==> config.mk <==
export PLATFORM = sky130hd
export DESIGN_NAME = i2s_serializer_flat
export DESIGN_NICKNAME = d
export VERILOG_FILES = /design/src/rtl/i2s_serializer_if.sv /design/src/rtl/i2s_serializer.sv /design/src/flat_wrapper.sv
export SDC_FILE = /design/constraint.sdc
export NUM_CORES = 1
export LEC_CHECK = 0
export ABC_AREA = 1
export CAP_MARGIN = 0
export CORE_ASPECT_RATIO = 1.2
export CORE_UTILIZATION = 55
export CTS_BUF_LIST = sky130_fd_sc_hd__clkbuf_8 sky130_fd_sc_hd__clkbuf_16
export DETAILED_ROUTE_END_ITERATION = 8
export PLACE_DENSITY = 0.81
export SLEW_MARGIN = 0
export SYNTH_ARGS = -nofsm -noshare
export SYNTH_HDL_FRONTEND = slang
export SYNTH_SLANG_ARGS = --single-unit
==> constraint.sdc <==
create_clock -name clk -period 2.6 [get_ports clk]
set_input_delay 0.39 -clock clk [delete_from_list [all_inputs] [get_ports clk]]
set_output_delay 0.39 -clock clk [all_outputs]
set_load 0.03 [all_outputs]
==> src/rtl/i2s_serializer_if.sv <==
// Sample handshake bundle between the flanger output and the I2S serializer.
//
// Valid/ready semantics: the source holds audio_left_in/audio_right_in stable
// while sample_valid is high. A pair transfers on a rising clk edge where
// sample_valid & sample_ready are both 1. sample_ready does not depend
// combinationally on sample_valid.
//
// Signals:
//   audio_left_in   DATA_WIDTH  signed left sample   (source -> serializer)
//   audio_right_in  DATA_WIDTH  signed right sample  (source -> serializer)
//   sample_valid    1           pair present         (source -> serializer)
//   sample_ready    1           holding reg empty    (serializer -> source)
interface i2s_serializer_if #(
  parameter int DATA_WIDTH = 16
);
  logic [DATA_WIDTH-1:0] audio_left_in;
  logic [DATA_WIDTH-1:0] audio_right_in;
  logic                  sample_valid;
  logic                  sample_ready;

  modport master (
    output audio_left_in,
    output audio_right_in,
    output sample_valid,
    input  sample_ready
  );

  modport slave (
    input  audio_left_in,
    input  audio_right_in,
    input  sample_valid,
    output sample_ready
  );
endinterface

==> src/rtl/i2s_serializer.sv <==
// Philips I2S output stage. Accepts one stereo pair per frame into a
// one-entry holding register and shifts it out MSB first, one BCLK after
// each LRCLK edge, with the rest of each slot zero padded. BCLK is divided
// down from clk so everything lives in the clk domain.
//
// Ports:
//   clk          system clock, rising edge
//   reset_n      asynchronous active-low reset
//   smp          sample handshake (slave side of i2s_serializer_if)
//   underrun_clr clears the sticky underrun flag
//   bclk         I2S bit clock (2*BCLK_DIV clk period)
//   lrclk        word select, 0 = left, 1 = right
//   sdata        serial data, changes with bclk falling
//   frame_start  one-clk pulse on every frame load
//   underrun     sticky, a frame started with the holding register empty
module i2s_serializer #(
  parameter int DATA_WIDTH = 16,
  parameter int SLOT_WIDTH = 32,
  parameter int BCLK_DIV   = 2
) (
  input  logic             clk,
  input  logic             reset_n,
  i2s_serializer_if.slave  smp,
  input  logic             underrun_clr,
  output logic             bclk,
  output logic             lrclk,
  output logic             sdata,
  output logic             frame_start,
  output logic             underrun
);

  localparam int FRAME_BITS = 2 * SLOT_WIDTH;
  localparam int BIT_W      = $clog2(FRAME_BITS);
  localparam int DIV_W      = (BCLK_DIV > 1) ? $clog2(BCLK_DIV) : 1;

  logic [DIV_W-1:0]      div_cnt;
  logic [BIT_W-1:0]      bit_cnt;
  logic                  hold_full;
  logic [DATA_WIDTH-1:0] hold_left;
  logic [DATA_WIDTH-1:0] hold_right;
  logic [DATA_WIDTH-1:0] act_left;
  logic [DATA_WIDTH-1:0] act_right;

  logic                  div_wrap;
  logic                  fall;
  logic                  load;
  logic                  accept;
  logic [BIT_W-1:0]      bit_nxt;
  logic [BIT_W-1:0]      pos;
  logic                  right_nxt;
  logic [DATA_WIDTH-1:0] word;
  logic [DATA_WIDTH-1:0] shifted;
  logic                  sdata_nxt;

  always_comb begin
    div_wrap  = (div_cnt == DIV_W'(BCLK_DIV - 1));
    // Serial state only moves when bclk is about to go 1 -> 0.
    fall      = div_wrap & bclk;
    bit_nxt   = (bit_cnt == BIT_W'(FRAME_BITS - 1)) ? '0 : bit_cnt + BIT_W'(1);
    right_nxt = (bit_nxt >= BIT_W'(SLOT_WIDTH));
    pos       = right_nxt ? bit_nxt - BIT_W'(SLOT_WIDTH) : bit_nxt;
    word      = right_nxt ? act_right : act_left;
    // Slot position p carries word[DATA_WIDTH-p]; shifting left by p-1
    // brings that bit to the MSB. Position 0 is the one-BCLK I2S delay.
    shifted   = word << (pos - BIT_W'(1));
    sdata_nxt = ((pos != '0) && (pos <= BIT_W'(DATA_WIDTH))) ?
                shifted[DATA_WIDTH-1] : 1'b0;
    load      = fall & (bit_nxt == '0);
    accept    = smp.sample_valid & ~hold_full;
  end

  // hold_full is a flop, so ready is registered and independent of valid.
  assign smp.sample_ready = ~hold_full;

  always_ff @(posedge clk or negedge reset_n) begin
    if (!reset_n) begin
      div_cnt <= '0;
      bclk    <= 1'b0;
    end else if (div_wrap) begin
      div_cnt <= '0;
      bclk    <= ~bclk;
    end else begin
      div_cnt <= div_cnt + DIV_W'(1);
    end
  end

  // Reset bit_cnt sits on the last bit so the first fall wraps to 0 and
  // performs the first frame load.
  always_ff @(posedge clk or negedge reset_n) begin
    if (!reset_n) begin
      bit_cnt     <= BIT_W'(FRAME_BITS - 1);
      lrclk       <= 1'b1;
      sdata       <= 1'b0;
      frame_start <= 1'b0;
    end else begin
      frame_start <= load;
      if (fall) begin
        bit_cnt <= bit_nxt;
        lrclk   <= right_nxt;
        sdata   <= sdata_nxt;
      end
    end
  end

  // A load and an accept in the same cycle cannot both touch hold_full:
  // accept needs it empty, and an empty load only flags underrun, so the
  // accepted pair stays in holding for the following frame.
  always_ff @(posedge clk or negedge reset_n) begin
    if (!reset_n) begin
      hold_full  <= 1'b0;
      hold_left  <= '0;
      hold_right <= '0;
      act_left   <= '0;
      act_right  <= '0;
    end else begin
      if (load && hold_full) begin
        act_left  <= hold_left;
        act_right <= hold_right;
        hold_full <= 1'b0;
      end
      if (accept) begin
        hold_left  <= smp.audio_left_in;
        hold_right <= smp.audio_right_in;
        hold_full  <= 1'b1;
      end
    end
  end

  // A new underrun beats a simultaneous clear.
  always_ff @(posedge clk or negedge reset_n) begin
    if (!reset_n) begin
      underrun <= 1'b0;
    end else if (load && !hold_full) begin
      underrun <= 1'b1;
    end else if (underrun_clr) begin
      underrun <= 1'b0;
    end
  end

endmodule
==> src/flat_wrapper.sv <==
// flat-port wrapper written by rule: the top's interface ports become plain ports
module i2s_serializer_flat 
#(
  parameter int DATA_WIDTH = 16,
  parameter int SLOT_WIDTH = 32,
  parameter int BCLK_DIV   = 2
)
  (clk, reset_n, underrun_clr, bclk, lrclk, sdata, frame_start, underrun, smp_audio_left_in, smp_audio_right_in, smp_sample_valid, smp_sample_ready);
  i2s_serializer_if #(.DATA_WIDTH(DATA_WIDTH)) smp_i ();
  input  logic clk;
  input  logic reset_n;
  input  logic underrun_clr;
  output logic bclk;
  output logic lrclk;
  output logic sdata;
  output logic frame_start;
  output logic underrun;
  input wire logic [$bits(smp_i.audio_left_in)-1:0] smp_audio_left_in;
  input wire logic [$bits(smp_i.audio_right_in)-1:0] smp_audio_right_in;
  input wire logic [$bits(smp_i.sample_valid)-1:0] smp_sample_valid;
  output wire logic [$bits(smp_i.sample_ready)-1:0] smp_sample_ready;
  assign smp_i.audio_left_in = smp_audio_left_in;
  assign smp_i.audio_right_in = smp_audio_right_in;
  assign smp_i.sample_valid = smp_sample_valid;
  assign smp_sample_ready = smp_i.sample_ready;
  i2s_serializer #(.DATA_WIDTH(DATA_WIDTH), .SLOT_WIDTH(SLOT_WIDTH), .BCLK_DIV(BCLK_DIV)) u_core (.clk(clk), .reset_n(reset_n), .smp(smp_i), .underrun_clr(underrun_clr), .bclk(bclk), .lrclk(lrclk), .sdata(sdata), .frame_start(frame_start), .underrun(underrun));
endmodule
==> out/summary.md, run 1 <==
The flow ran to the end, and the final reports show no timing, DRC or antenna violations. The number of warnings issued by yosys is 0, and the post-detailed-route via-to-cell ratio is 5.21. In this run the number of H-tree levels came out at 3.

For the global-route usage over all layers, the log shows 0.233. In this run the worst hold path is classified as in2async. The post-synthesis share of cell area spent on full adders, half adders and majority gates is 0.00354. The repair_antennas step left the layout with diodes totalling 0. Together, buffers and inverters on the worst path number 2. Leaving out filler cells and counting taps, the final layout contains 511.

The combinational power share was 0.062; the number of buffers created by CTS was 9. The worst-case headroom to the max-slew limit is 0.564, and the number of placed cells counting well taps is 496. For the number of global-route vias before repair, the log shows 2619. The worst setup path is launched from a flop. The floorplan step set the die width to 75.2 um.

At the pin with the least slew margin, the transition time is 653 ps. Fraction of synthesized cell area in xor and xnor cells: 0.00248. The global-route wire length before repair was 12000 um.

Summing over every cut layer, the via total after detailed routing is 2660. The initial antenna violation count is 0. Measured along the y axis, the die boundary spans 89.8 um.

After synthesis the netlist holds a flip-flop and latch count of 77. Critical path endpoint category: a flop. The run gives 512 as the filler cell count in the final layout. The mux share of post-synthesis cell area was 0.0670; the switching power share of the total was 0.220. The area of the die is 6750 sq um.

The tools report the final setup slack of the worst path as 205 ps. In this run the static leakage power is 2.05 nW. The quantity of hold-fixing buffers added after cts was 0. Worst setup path category: reg2reg.

Sorting the synthesized cells by how often they occur yields 101 x sky130_fd_sc_hd__nand2_1, 70 x sky130_fd_sc_hd__dfrtp_1, 46 x sky130_fd_sc_hd__nand3_1. The overall overflow remaining after global route is 0, and the delay of the slowest cell on the worst path is 590 ps. Post-CTS timing repair inserted 0 buffers for setup. 42 I/O pins were placed. Derived from the worst setup path, the maximum achievable clock frequency is 418 MHz. The share of Yosys cell area claimed by the top area cell type is 0.496. The run gives 0.548 as the portion of the post-synthesis area used by sequential elements. The mapped netlist covers 3530 sq um.

The clock passes through at most 2 buffers. The number of max-capacitance violations reported is 0. Across the VDD grid, the largest voltage drop is 440 uV.

The switching power was 0.494 mW; the number of synthesized flops with an enable pin was 0. The compound-gate portion of the synthesized area was 0.0730. The clock-pin slew on the worst setup and hold paths was 80 ps.

Timing analysis after detailed placement gives a worst setup slack of 116 ps. The tools report the register share of total power as 0.570. The critical path goes through ha_1, nand2_4, nor2_1, nand3_2, inv_1, nor2_1, nor4_4, nand2_4, buf_12, nor2_2, a21oi_2. The simple-gate share of the synthesized area is 0.239, and the starting density of the core is 0.576.

The tools report the data required time of the worst path as 2820 ps. TritonCTS built the clock tree. For the worst setup path, the data arrival time is 2620 ps. The number of different library cells in the post-synthesis netlist came out at 26. On the final layout, the worst clock skew is 5.12 ps. Sorting the synthesized cells by area gives the leading types as sky130_fd_sc_hd__dfrtp_1 50%, sky130_fd_sc_hd__nand2_1 11%, sky130_fd_sc_hd__mux2_2 6.7%. For this design, the slowest cell found on the critical path is sky130_fd_sc_hd__dfstp_2. Dividing the synthesized area by the synthesized cell count gives 9.25 sq um. The power per unit of standard cell area works out to 536 nW/um^2.

The DRC violation total after the first TritonRoute iteration is 211, and the instance area after placement is 4000 sq um. The congestion estimate from routability-driven global placement came to 0.891. Summed over all layers, the routed wires come to 6860 um. The tools report the final net count as 462. By area, the combinational part of the netlist is dominated by simple AND/OR/NAND/NOR gates. The synthesized design spends more area on one cell type than any other, namely sky130_fd_sc_hd__dfrtp_1. At the later pin of the worst-skew pair, clock insertion delay measures 340 ps.

Broken down by cell family, the worst path's largest delay share belongs to simple AND/OR/NAND/NOR gates. Setup violations remaining at the end of the flow were counted as 0. Entering global routing, the biggest net connects 51 pins.

The logs give 0.368 for the clock share of power and 1.76 mW for the internal power summed over all cells. The max-slew violation count was 0; the post-route cell area was 4200 sq um. From synthesis to final layout, the design area changed by 18.9%.

For the final count of hold timing violations, the log shows 0. The minimum clock period was 2390 ps. The async set-or-reset flop fraction in the synthesized netlist came out at 1.00. The run gives 0 as the number of nets with antenna violations after detailed routing. The core area is 6130 sq um, and the highest fanout seen on the critical path is 50. In the synthesized netlist the dominant register cell turns out to be sky130_fd_sc_hd__dfrtp_1. After detailed routing, the average wire length per cell comes to 13.4 um. The count of port buffers added during placement is 41.

After detailed routing, the number of remaining DRC violations is 0. Detailed placement finished with a half-perimeter wire length of 4950 um. Share of layout cells above drive strength 1: 0.186. In the post-synthesis netlist, the cell with the most instances is sky130_fd_sc_hd__nand2_1. The post-cts repair resize count was 0. For this run, the detailed router's first-pass iteration total came to 4. The placement row count came out at 31. Clock tree synthesis selected as its root buffer the cell sky130_fd_sc_hd__clkbuf_8. Synthesized netlist cell count: 382. The final clock period utilization by the worst path was 0.921. The tree built by TritonCTS fans out to 77 sinks. When the netlist entered floorplanning its net count stood at 419.
-- flip-flops by register name, indices dropped and copies added, names as in the netlist --
| signal | cells |
|---|---|
| u_core.bit_cnt | 6 |
| u_core.bclk | 1 |
| u_core.underrun | 1 |
| u_core.frame_start | 1 |
| u_core.hold_left | 16 |
| u_core.hold_full | 1 |
| u_core.act_left | 16 |
| u_core.sdata | 1 |
| u_core.act_right | 16 |
| u_core.lrclk | 1 |
| u_core.div_cnt | 1 |
| u_core.hold_right | 16 |
-- through the flow --
step / setup TNS (ps) / power [mW] / hold WS, ps / utilization
5_1_grt: -11.6 / 2.34 / 90.9 / 0.685
3_5_place_dp: 0 / 1.45 / 433 / 0.652
6_report: 0 / 2.25 / 46.3 / 0.685
4_1_cts: 0 / 2.27 / 60.0 / 0.682
2_1_floorplan: 0 / 1.35 / 94.4 / -
3_3_place_gp: 0 / 1.44 / 422 / 0.652
-- power by group through the flow --
stage | Sequential, mW | Clock, mW | Combinational (mW)
6_report | 1.28 | 0.828 | 0.139
5_1_grt | 1.29 | 0.900 | 0.156
4_1_cts | 1.28 | 0.849 | 0.143
3_5_place_dp | 1.30 | 0 | 0.142
3_3_place_gp | 1.30 | 0 | 0.135
2_1_floorplan | 1.30 | 0 | 0.0552
-- final timing paths --
| path | cells past startpoint | slack (ps) | start | to |
|---|---|---|---|---|
| worst max-delay path | 11 | 210 | u_core.bit_cnt[0] | u_core.act_left[12] |
| worst max register to register | 11 | 210 | u_core.bit_cnt[0] | u_core.act_left[12] |
| min in group clk | 1 | 450 | u_core.div_cnt | u_core.div_cnt |
| worst min-delay path | 1 | 50 | reset_n | u_core.underrun |
| max in group asynchronous | 2 | 1770 | reset_n | u_core.lrclk |
| worst min register to register | 1 | 450 | u_core.div_cnt | u_core.div_cnt |
-- routing by layer --
metal	vias up	track usage	wire length, um
met2	52	0.367	3510
li1	1312	-	-
met3	8	0.0381	238
met1	1288	0.321	3020
met5	-	0	0
met4	0	0.0926	97
-- cells by family (layout without fill, tap and decap cells) --
family | Yosys count | count (layout)
adder cells (fa/ha/maj) | 1 | 1
multiplexers | 21 | 21
flip-flops | 77 | 77
buffers and inverters | 51 | 98
XOR/XNOR | 1 | 1
AND/OR/NAND/NOR | 191 | 191
AO/OA/AOI/OAI | 40 | 40
-- cell type report --
| type | instances | area (sq um) | share of cell area |
|---|---|---|---|
| clock buffer | 12 | 165 | 0.0393 |
| clock inverter | 3 | 20.0 | 0.00477 |
| inverter | 36 | 135 | 0.0322 |
| multi-input combinational | 254 | 1380 | 0.328 |
| sequential | 77 | 1940 | 0.461 |
| tap | 82 | 103 | 0.0244 |
| timing repair buffer | 47 | 463 | 0.110 |
-- layout by cell type (no fill, tap or decap) --
cell type and n:
sky130_fd_sc_hd__nand2_2 3, sky130_fd_sc_hd__o21a_1 1, sky130_fd_sc_hd__o21ai_2 8, sky130_fd_sc_hd__a21oi_1 12, sky130_fd_sc_hd__nand4_1 3, sky130_fd_sc_hd__a21oi_2 6, sky130_fd_sc_hd__xor2_1 1, sky130_fd_sc_hd__clkinvlp_4 2
sky130_fd_sc_hd__buf_2 1, sky130_fd_sc_hd__nand2_1 100, sky130_fd_sc_hd__nand3_1 45, sky130_fd_sc_hd__nor2_1 26, sky130_fd_sc_hd__nand2_4 4, sky130_fd_sc_hd__nor2_2 7, sky130_fd_sc_hd__nand3_2 1, sky130_fd_sc_hd__o21ai_0 8
sky130_fd_sc_hd__or2_1 1, sky130_fd_sc_hd__inv_1 36, sky130_fd_sc_hd__buf_4 5, sky130_fd_sc_hd__o211ai_1 1, sky130_fd_sc_hd__mux2_2 21, sky130_fd_sc_hd__nor4_4 1, sky130_fd_sc_hd__dfstp_2 7, sky130_fd_sc_hd__o21ai_1 4
sky130_fd_sc_hd__ha_1 1, sky130_fd_sc_hd__buf_12 1, sky130_fd_sc_hd__clkinv_2 1, sky130_fd_sc_hd__clkdlybuf4s50_1 40, sky130_fd_sc_hd__clkbuf_8 12, sky130_fd_sc_hd__dfrtp_1 70
No activity file was read; power rests on OpenSTA's default activity.
==> run 2: changes to the inputs <==
Settings changed: CORE_UTILIZATION 55 to 50, PLACE_DENSITY 0.81 to 0.75.
==> out/summary.md, run 2 (synthesized netlist as in run 1, its figures left out) <==
Number of top-level design ports: 42 (unchanged). For the clock network latency to the later pin of the worst-skew pair, the log shows 350 ps (about the same). The class of the tightest hold or removal check was in2async. The starting density of the core is 0.518 (-0.0579). The routed via count was 2593 (-2.5%). The endpoint identified for the worst register-to-register timing path is u_core.sdata.

For the final cell count without fillers, the log shows 516 (+0.98%). The cell leakage power is 2.05 nW (+0.16%), and the power per unit of standard cell area is 548 nW/um^2 (+2.3%). The post-route DRC violation count is 0 (unchanged). For the total design power, the log shows 2.31 mW (+2.6%). The max-slew violation count came out at 0 (unchanged). The critical path endpoint category was a flop. In the layout the commonest cells are 100 x sky130_fd_sc_hd__nand2_1, 70 x sky130_fd_sc_hd__dfrtp_1, 45 x sky130_fd_sc_hd__nand3_1, 40 x sky130_fd_sc_hd__clkdlybuf4s50_1, 36 x sky130_fd_sc_hd__inv_1.

The maximum level of the CTS H-tree is 3 (unchanged). TritonCTS built the clock tree. The minimum clock period works out to 2410 ps (+14.6 ps).

The height of the die was 94.1 um (+4.8%). The final design utilization is 0.618 (-0.0672). The run gives 0 (unchanged) as the final count of hold timing violations. The tools report the endpoint arrival time on the critical path as 2650 ps (+30 ps). The weighted congestion at the end of routability-driven global placement came out at 0.863 (-3.2%). The highest fanout seen on the critical path was 7 (-86%); the number of buffers created by CTS was 9 (unchanged). The worst reg2reg path startpoint was u_core.bit_cnt[0].

The worst-case reg-to-reg path depth is 14 (+3), and the share of layout cells above drive strength 1 is 0.189 (+0.00233). The leading cell type in the layout, fill and taps excluded is sky130_fd_sc_hd__nand2_1. The global-route usage over all layers is 0.215 (-0.0178).

The flow ran to the end, and the final reports show no timing, DRC or antenna violations. The filler cell count in the final layout was 615 (+20%). The register-to-register path setup slack was 190 ps (about the same); the final clock period utilization by the worst path was 0.927 (+0.00563).

The die width was 78.7 um (+4.8%); the core area was 6810 sq um (+11%). Count of port buffers added during placement: 41 (unchanged). The routed wirelength normalized by instance count was 13.4 um (-0.33%). The worst setup timing slack at the placement stage is 172 ps (+56.7 ps). The final HPWL from detailed placement came out at 4910 um (-0.75%). The tools report the DRC violation total after the first TritonRoute iteration as 122 (-42%).

The critical path is of the reg2reg type. For the final net count, the log shows 462 (unchanged). The actual transition at the worst max-transition pin was 942 ps (+289 ps); the post-synthesis to final-layout area growth was 19.2%.

First-pass detailed-route iteration total: 5 (+1). The antenna cell count is 0 (unchanged). The post-route cell area was 4210 sq um (+0.27%).

The global-route wire length before repair is 12100 um (+0.99%). The run gives 0.372 (-0.193) as the worst-case headroom to the max-slew limit. The logs give 0 ps (unchanged) for the setup total negative slack and 501 (+1.0%) for the number of placed cells counting well taps.

The run gives 78 (+53%) as the largest net degree at the start of global routing. The TritonCTS sink count came out at 77 (unchanged). The number of failing setup endpoints in the final timing report came out at 0 (unchanged).

The area of the die is 7410 sq um (+9.7%). The run gives 415 MHz (-0.61%) as the fmax. The logs give 2840 ps (+20 ps) for the data required time of the worst path and 6910 um (+0.64%) for the final routed wirelength across all metal layers. Initial antenna violation count: 0 (unchanged). The worst hold slack is 162 ps (+116 ps), and the worst setup skew after layout is 11.6 ps (+6.47 ps). The tools report the overall overflow remaining after global route as 0 (unchanged). The tools report the kind of launch point of the worst setup path as a flop. The number of max-capacitance violations reported is 0 (unchanged). The number of global-route vias before repair came out at 2591 (-1.1%).

The critical path starts at u_core.bit_cnt[0]. The run gives 191 ps (-14.6 ps) as the final setup slack of the worst path. The post-detailed-route via-to-cell ratio came out at 5.03 (-3.5%). The number of nets with antenna violations after detailed routing was 0 (unchanged); the instance area after placement was 4010 sq um (+0.22%). Placement row count: 33 (+6.5%). Clock root buffer master: sky130_fd_sc_hd__clkbuf_8.

For the number of buffers on the longest clock path, the log shows 2 (unchanged). Peak supply drop: 400 uV (-9.1%). The count of buffers added by post-CTS timing repair for setup came out at 0 (unchanged). The tools report the end point of the critical path as u_core.sdata. The clock-pin slew on the worst setup and hold paths came out at 80 ps (about the same).
==> run 2: cell count changes in the layout (fill, tap and decap cells not counted), sizes merged <==
cell,previous run,this run
clkbuf,12,9
inv,36,38
bufinv,0,1
==> run 2: routing by layer <==
| layer | global-route usage | up-vias | wire length [um] |
|---|---|---|---|
| met3 | 0.0379 | 15 | 209 |
| met2 | 0.343 | 47 | 3350 |
| li1 | - | 1311 | - |
| met4 | 0.119 | 0 | 178 |
| met1 | 0.277 | 1220 | 3170 |
| met5 | 0 | - | 0 |
==> run 2: worst min-delay path by stage <==
stage	startpoint	end	slack, ps	depth (start not counted)
6_report	reset_n	u_core.hold_right[11]	160	1
5_1_grt	reset_n	u_core.hold_right[8]	260	1
2_1_floorplan	reset_n	u_core.act_left[0]	90	0
3_5_place_dp	u_core.div_cnt	u_core.div_cnt	440	1
4_1_cts	reset_n	u_core.hold_right[11]	200	1
3_3_place_gp	u_core.div_cnt	u_core.div_cnt	430	1
==> run 2: layout make-up <==
type | instances | area, sq um | area share
well taps | 87 | 109 | 0.0259
clock inverters | 6 | 71.3 | 0.0169
inverters | 36 | 135 | 0.0321
repair buffers | 47 | 465 | 0.111
flip-flops and latches | 77 | 1940 | 0.460
multi-input cells | 254 | 1370 | 0.325
clock buffers | 9 | 124 | 0.0294
==> run 2: worst max-delay path, cell delays in order, from the launching register on <==
cell	delay, ps
sky130_fd_sc_hd__dfstp_2	590
sky130_fd_sc_hd__ha_1	270
sky130_fd_sc_hd__nand2_4	90
sky130_fd_sc_hd__nor2_1	160
sky130_fd_sc_hd__nand3_2	160
sky130_fd_sc_hd__nand2_2	160
sky130_fd_sc_hd__inv_1	130
sky130_fd_sc_hd__nor2_1	170
sky130_fd_sc_hd__inv_1	120
sky130_fd_sc_hd__nor2_1	110
sky130_fd_sc_hd__nor2_1	60
sky130_fd_sc_hd__nand2_1	80
sky130_fd_sc_hd__nand3_1	80
sky130_fd_sc_hd__nand3_1	80
sky130_fd_sc_hd__nand2_1	50
==> run 2: power by group <==
| part | total, mW | switching [mW] | internal, mW |
|---|---|---|---|
| registers | 1.28 | 0.0257 | 1.25 |
| logic | 0.135 | 0.0552 | 0.0802 |
| clock network | 0.891 | 0.445 | 0.446 |
==> run 2: repair_timing <==
item / CTS / global route
endpoints found under the setup margin: 0 / 1
hold buffers: 0 / 0
resized for setup: 0 / 3
